<file path="config.mk">
export PLATFORM = sky130hd
export DESIGN_NAME = lsu
export DESIGN_NICKNAME = d
export VERILOG_FILES = /design/src/rtl/lsu.sv
export SDC_FILE = /design/constraint.sdc
export NUM_CORES = 1
export LEC_CHECK = 0
export CAP_MARGIN = 20
export CORE_AREA = 3 3 165 167
export DETAILED_ROUTE_END_ITERATION = 12
export DIE_AREA = 0 0 168 170
export DONT_BUFFER_PORTS = 1
export HOLD_SLACK_MARGIN = 0.05
export PLACE_DENSITY = 0.68
export SYNTH_ARGS = -nofsm -noshare
export SYNTH_HDL_FRONTEND = slang
export SYNTH_SLANG_ARGS = --single-unit
</file>
<file path="constraint.sdc">
create_clock -name clk -period 6.5 [get_ports clk]
set_clock_uncertainty 0.05 [all_clocks]
set_input_delay 0.65 -clock clk [delete_from_list [all_inputs] [get_ports clk]]
set_output_delay 0.65 -clock clk [all_outputs]
set_load 0.005 [all_outputs]
</file>
<file path="src/rtl/lsu.sv">
// Load/store unit: initiator side of the data-memory port. Accepts one op per
// handshake, issues a doubleword-aligned request, and returns one response per op.
module lsu #(
  parameter int unsigned TIMEOUT = 255
) (
  input  logic        clk,
  input  logic        rst,
  input  logic        req_valid,
  output logic        req_ready,
  input  logic        req_we,
  input  logic [1:0]  req_size,
  input  logic        req_unsigned,
  input  logic [63:0] req_addr,
  input  logic [63:0] req_wdata,
  input  logic [4:0]  req_rd,
  output logic        mem_en,
  output logic        mem_w_en,
  output logic [63:0] mem_addr,
  output logic [3:0]  mem_w_width,
  output logic [7:0]  mem_wstrb,
  output logic [63:0] mem_w_data,
  input  logic        mem_ack,
  input  logic [63:0] mem_rdata,
  input  logic        mem_skip,
  output logic        resp_valid,
  input  logic        resp_ready,
  output logic [63:0] resp_data,
  output logic [4:0]  resp_rd,
  output logic        resp_err,
  output logic        resp_skip
);

  localparam logic [7:0] TimeoutLast = 8'(TIMEOUT - 1);

  typedef enum logic [1:0] {StIdle, StReq, StResp} state_e;

  state_e      state_q, state_d;
  logic [7:0]  cnt_q;
  logic        we_q;
  logic [1:0]  size_q;
  logic        unsigned_q;
  logic [2:0]  off_q;
  logic [63:0] mem_addr_q;
  logic [63:0] mem_w_data_q;
  logic [7:0]  mem_wstrb_q;
  logic [3:0]  mem_w_width_q;
  logic [63:0] resp_data_q;
  logic [4:0]  resp_rd_q;
  logic        resp_err_q;
  logic        resp_skip_q;

  logic        misaligned;
  logic [7:0]  lane_mask;
  logic [63:0] shifted;
  logic [63:0] load_ext;

  // Alignment check and store lane mask for the incoming request
  always_comb begin
    misaligned = 1'b0;
    lane_mask  = 8'h01;
    case (req_size)
      2'd0: begin
        misaligned = 1'b0;
        lane_mask  = 8'h01;
      end
      2'd1: begin
        misaligned = req_addr[0];
        lane_mask  = 8'h03;
      end
      2'd2: begin
        misaligned = |req_addr[1:0];
        lane_mask  = 8'h0F;
      end
      default: begin
        misaligned = |req_addr[2:0];
        lane_mask  = 8'hFF;
      end
    endcase
  end

  // Right-align the addressed bytes of the returned doubleword and extend them
  always_comb begin
    shifted = mem_rdata >> {off_q, 3'b000};
    case (size_q)
      2'd0:    load_ext = {{56{~unsigned_q & shifted[7]}}, shifted[7:0]};
      2'd1:    load_ext = {{48{~unsigned_q & shifted[15]}}, shifted[15:0]};
      2'd2:    load_ext = {{32{~unsigned_q & shifted[31]}}, shifted[31:0]};
      default: load_ext = shifted;
    endcase
  end

  // Next-state logic; ack takes priority over the timeout on the same cycle
  always_comb begin
    state_d = state_q;
    unique case (state_q)
      StIdle:  if (req_valid) state_d = misaligned ? StResp : StReq;
      StReq:   if (mem_ack || (cnt_q == TimeoutLast)) state_d = StResp;
      StResp:  if (resp_ready) state_d = StIdle;
      default: state_d = StIdle;
    endcase
  end

  // State register
  always_ff @(posedge clk) begin
    if (rst) state_q <= StIdle;
    else     state_q <= state_d;
  end

  // Request latch, timeout counter and response capture
  always_ff @(posedge clk) begin
    if (rst) begin
      cnt_q         <= '0;
      we_q          <= 1'b0;
      size_q        <= '0;
      unsigned_q    <= 1'b0;
      off_q         <= '0;
      mem_addr_q    <= '0;
      mem_w_data_q  <= '0;
      mem_wstrb_q   <= '0;
      mem_w_width_q <= '0;
      resp_data_q   <= '0;
      resp_rd_q     <= '0;
      resp_err_q    <= 1'b0;
      resp_skip_q   <= 1'b0;
    end else begin
      case (state_q)
        StIdle: begin
          if (req_valid) begin
            cnt_q         <= '0;
            we_q          <= req_we;
            size_q        <= req_size;
            unsigned_q    <= req_unsigned;
            off_q         <= req_addr[2:0];
            mem_addr_q    <= {req_addr[63:3], 3'b000};
            mem_w_data_q  <= req_wdata << {req_addr[2:0], 3'b000};
            mem_wstrb_q   <= req_we ? (lane_mask << req_addr[2:0]) : 8'h00;
            mem_w_width_q <= req_we ? (4'd1 << req_size) : 4'd0;
            resp_rd_q     <= req_rd;
            if (misaligned) begin
              resp_err_q  <= 1'b1;
              resp_data_q <= '0;
              resp_skip_q <= 1'b0;
            end
          end
        end
        StReq: begin
          if (mem_ack) begin
            resp_err_q  <= 1'b0;
            resp_data_q <= we_q ? 64'd0 : load_ext;
            resp_skip_q <= mem_skip;
          end else if (cnt_q == TimeoutLast) begin
            resp_err_q  <= 1'b1;
            resp_data_q <= '0;
            resp_skip_q <= 1'b0;
          end else begin
            cnt_q <= cnt_q + 8'd1;
          end
        end
        default: ;
      endcase
    end
  end

  assign req_ready   = (state_q == StIdle);
  assign mem_en      = (state_q == StReq);
  assign mem_w_en    = mem_en & we_q;
  assign mem_addr    = mem_addr_q;
  assign mem_w_width = mem_w_width_q;
  assign mem_wstrb   = mem_wstrb_q;
  assign mem_w_data  = mem_w_data_q;
  assign resp_valid  = (state_q == StResp);
  assign resp_data   = resp_data_q;
  assign resp_rd     = resp_rd_q;
  assign resp_err    = resp_err_q;
  assign resp_skip   = resp_skip_q;

endmodule
</file>
==> impl_metrics.py <==
metrics = {
    "sta": {
        "fin_crit_ps": 3061,
        "fmax_ghz": 0.3267,
        "relSlewSlack": 0.3073,
        "layout_setup_ws_ps": 3439,
        "slew_violations": 0,
        "hold_viol_final": 0,
        "period_share": 0.4709,
        "setup-violations-final": 0,
        "max_slew.worst_pin.slew_ps": 1039,
        "tns_ps": 0,
        "rsz0062_at_grt": "false",
    },
    "grt": {
        "grt_pass1_vias": 9104,
        "grt_max_degree": 135,
        "grt-ovfl-total": 0,
        "antenna_found_initial": 2,
        "grt_pass1_wl_mm": 56.07,
        "grtUsageTotal": 0.2476,
    },
    "yosys": {
        "netlist_area_mm2": 0.01120,
        "yosys.area.top_type": "dfxtp_1",
        "ys_warn_count": 0,
        "synth_cells": 1332,
        "synth_simple_gate_area_frac": 0.1755,
        "synthMuxAreaShare": 0.1166,
        "synth.top_cells.by_area": "dfxtp_1 40%, nand2_1 7.3%, mux2i_1 6.5%, a21oi_1 6.0%, nor2_1 3.6%",
        "yosysSeqAreaShare": 0.4023,
        "syn_avg_cell_area_um2": 8.405,
        "yosys.area_share.xor_xnor": 0.003129,
        "ys.flop_type": "dfxtp_1",
        "synth_cell_types": 57,
        "synth_top_cell_area_share": 0.4023,
        "synth-compound-area-share": 0.2466,
        "async_flop_share": 0,
        "synth-edff-count": 0,
        "synthAdderAreaFrac": 0.002235,
        "synth_top_family_by_area": "compound AO/OA/AOI/OAI gates",
        "ys_seq_elements": 225,
    },
    "layout": {
        "fillers": 2510,
        "final_cell_mix": "223 x dfxtp_1, 218 x nand2_1, 135 x a21oi_1, 105 x nor2_1, 73 x mux2i_1",
        "nets": 1450,
        "drive_above_1_share": 0.08188,
        "synthToLayoutAreaGrowth_pct": 7.041,
        "final_common_cell": "dfxtp_1",
    },
    "detailed_routing": {
        "viasPerCell": 6.132,
        "drc": 0,
        "drt_iter0_markers": 930,
        "wl_mm": 38.05,
        "dr_total_vias": 9774,
        "wl_per_cell_um": 23.87,
        "detail-route-antenna-nets": 0,
        "drt_pass1_iterations": 6,
    },
    "placement": {
        "io_buffers": 0,
        "post-place-ws_ps": 3523,
        "hpwl_mm": 27.63,
        "place_congestion": 0.9812,
    },
    "floorplanning": {
        "ios": 422,
        "fp.coreArea_mm2": 0.02591,
        "row_count": 59,
        "fp.dieW_um": 168,
        "die_area_mm2": 0.02856,
        "start_util": 0.4321,
        "die_y_um": 170,
    },
    "setup_path": {
        "arrival_ps": 3470,
        "slowest_stage": "a211o_1",
        "cp_max_fo": 32,
        "r2r-start": "off_q[2]$_SDFFE_PP0P_",
        "r2r.worst_path.cells": 6,
        "path_cells": "buf_4 -> nand2b_1 -> o22ai_1 -> nor4_2 -> a211o_1 -> a32o_1",
        "critPathKind": "register to register",
        "start_kind": "register",
        "cp_slowest_stage_delay_ps": 850,
        "end_kind": "register",
        "r2r_end": "resp_data[44]$_SDFFE_PP0P_",
        "r2r_slack_ps": 3440,
        "cp.required_ps": 6910,
    },
    "min_path": {
        "whs_endpoint": "resp_data[1]$_SDFFE_PP0P_",
        "worstHoldPathType": "input pin to register",
        "hold_path_startpoint": "rst",
        "min_path_cells": 1,
    },
    "run_status": {
        "outcome": "complete, no violations",
    },
    "clock_network": {
        "htree_levels": 1,
        "cts_buffers": 25,
        "cts.repair.resized": 0,
        "cts_root_buf": "clkbuf_16",
        "cts_sinks": 225,
        "cts.path.max_buffers": 3,
        "ctsHoldBuffers": 0,
        "clk_latency_ps": 520,
        "post_cts.repair.setup_buffers": 0,
        "path_clk_slew_ps": 60,
        "cts_tree": "built",
    },
    "pwr": {
        "ir_drop_uv": 257.6,
        "p_leak_nw": 4.556,
        "power_density_mw_per_mm2": 286.7,
    },
    "run": {
        "max_cap_violations": 0,
    },
}
-- registers in the layout (all words and copies together), names as in the netlist --
signal	flops
resp_rd	5
resp_err	1
state_q	2
size_q	2
off_q	3
resp_skip	1
mem_addr	61
cnt_q	8
mem_wstrb	8
mem_w_width	4
resp_data	64
we_q	1
mem_w_data	64
unsigned_q	1
-- worst max-delay path: cells and delay by family (launching register included) --
| kind | cells | cell delay, ps |
|---|---|---|
| AOI/OAI and AO/OA | 3 | 1260 |
| and+or+nand+nor | 2 | 630 |
| buffers and inverters | 1 | 380 |
| DFF | 1 | 680 |
-- synth_stat cells, types with 3 or more instances --
master and number:
a31oi_1 7, nand3_1 12, o221ai_1 6, a32o_1 27
nand2b_1 7, a311oi_1 10, or2_2 3, nand4_1 3
o22ai_1 3, o211a_1 8, mux2_2 23, mux4_2 14
a211o_1 37, nor3_1 17, o31ai_1 7, buf_4 3
o21ai_0 70, a211oi_1 44, a21o_1 3, mux2i_1 73
inv_1 6, clkbuf_1 88, buf_6 6, a22o_1 37
and2_1 18, nor3b_1 8, and2_0 6, nor2b_1 33
buf_1 13, buf_2 21, or3_1 4, dfxtp_1 225
nand2_1 219, a21oi_1 135, xor2_1 3, o21a_1 3
nor2_1 106
-- through the flow --
step           cell area [um2]  utilization  cells  hold slack [ps]  power (W)
2_1_floorplan            11200            -   1334            394.8   0.001970
3_3_place_gp             11160       0.4309   1549            409.2   0.002046
3_5_place_dp             11160       0.4309   1549            412.4   0.002055
4_1_cts                  11980       0.4624   1593            125.0   0.003468
5_1_grt                  11980       0.4625   1594            131.3   0.003583
6_report                 11980       0.4625   1594            166.0   0.003436
-- report_power, final --
group          total (W)  internal [W]  leakage (nW)  switching, W
sequential       0.00154       0.00146          1.84     0.0000828
combinational   0.000483      0.000186          2.32      0.000297
clock            0.00141      0.000833         0.399      0.000576
total            0.00344       0.00248          4.56      0.000955
-- kinds of logic after synthesis --
kind of cell | count (synthesis)
AO/OA/AOI/OAI | 409
flip-flops | 225
XOR/XNOR | 4
adder cells (fa/ha/maj) | 2
other | 1
multiplexers | 110
AND/OR/NAND/NOR | 444
buffers and inverters | 137
-- per-layer routing --
| layer | GRT usage | wire length [um] |
|---|---|---|
| met3 | 0.08804 | 4319 |
| met4 | 0.09498 | 1599 |
| met1 | 0.3074 | 14950 |
| met2 | 0.3969 | 17180 |
| met5 | 0 | 11 |
-- how the worst max path moves through the flow --
| stage | from | endpoint | slack, ps | cells past startpoint |
|---|---|---|---|---|
| global placement | off_q[1]$_SDFFE_PP0P_ | resp_data[49]$_SDFFE_PP0P_ | 3550 | 6 |
| global route | off_q[2]$_SDFFE_PP0P_ | resp_data[51]$_SDFFE_PP0P_ | 3200 | 6 |
| floorplan | req_addr[2] | resp_data[13]$_SDFFE_PP0P_ | 4180 | 8 |
| CTS | off_q[1]$_SDFFE_PP0P_ | resp_data[32]$_SDFFE_PP0P_ | 3480 | 6 |
| finish | off_q[2]$_SDFFE_PP0P_ | resp_data[44]$_SDFFE_PP0P_ | 3440 | 6 |
| detailed placement | off_q[1]$_SDFFE_PP0P_ | resp_data[32]$_SDFFE_PP0P_ | 3520 | 6 |
-- layout make-up --
cell class / count / area, um2 / share of cell area
diodes: 1 / 2.502 / 0.0002088
clock buffers: 33 / 695.7 / 0.05805
clock inverters: 11 / 121.4 / 0.01013
inverters: 6 / 22.52 / 0.001879
multi-input cells: 972 / 6131 / 0.5116
flip-flops and latches: 225 / 4509 / 0.3763
well taps: 335 / 419.2 / 0.03498
repair buffers: 11 / 82.58 / 0.006891
No activity file was read; power rests on OpenSTA's default activity.
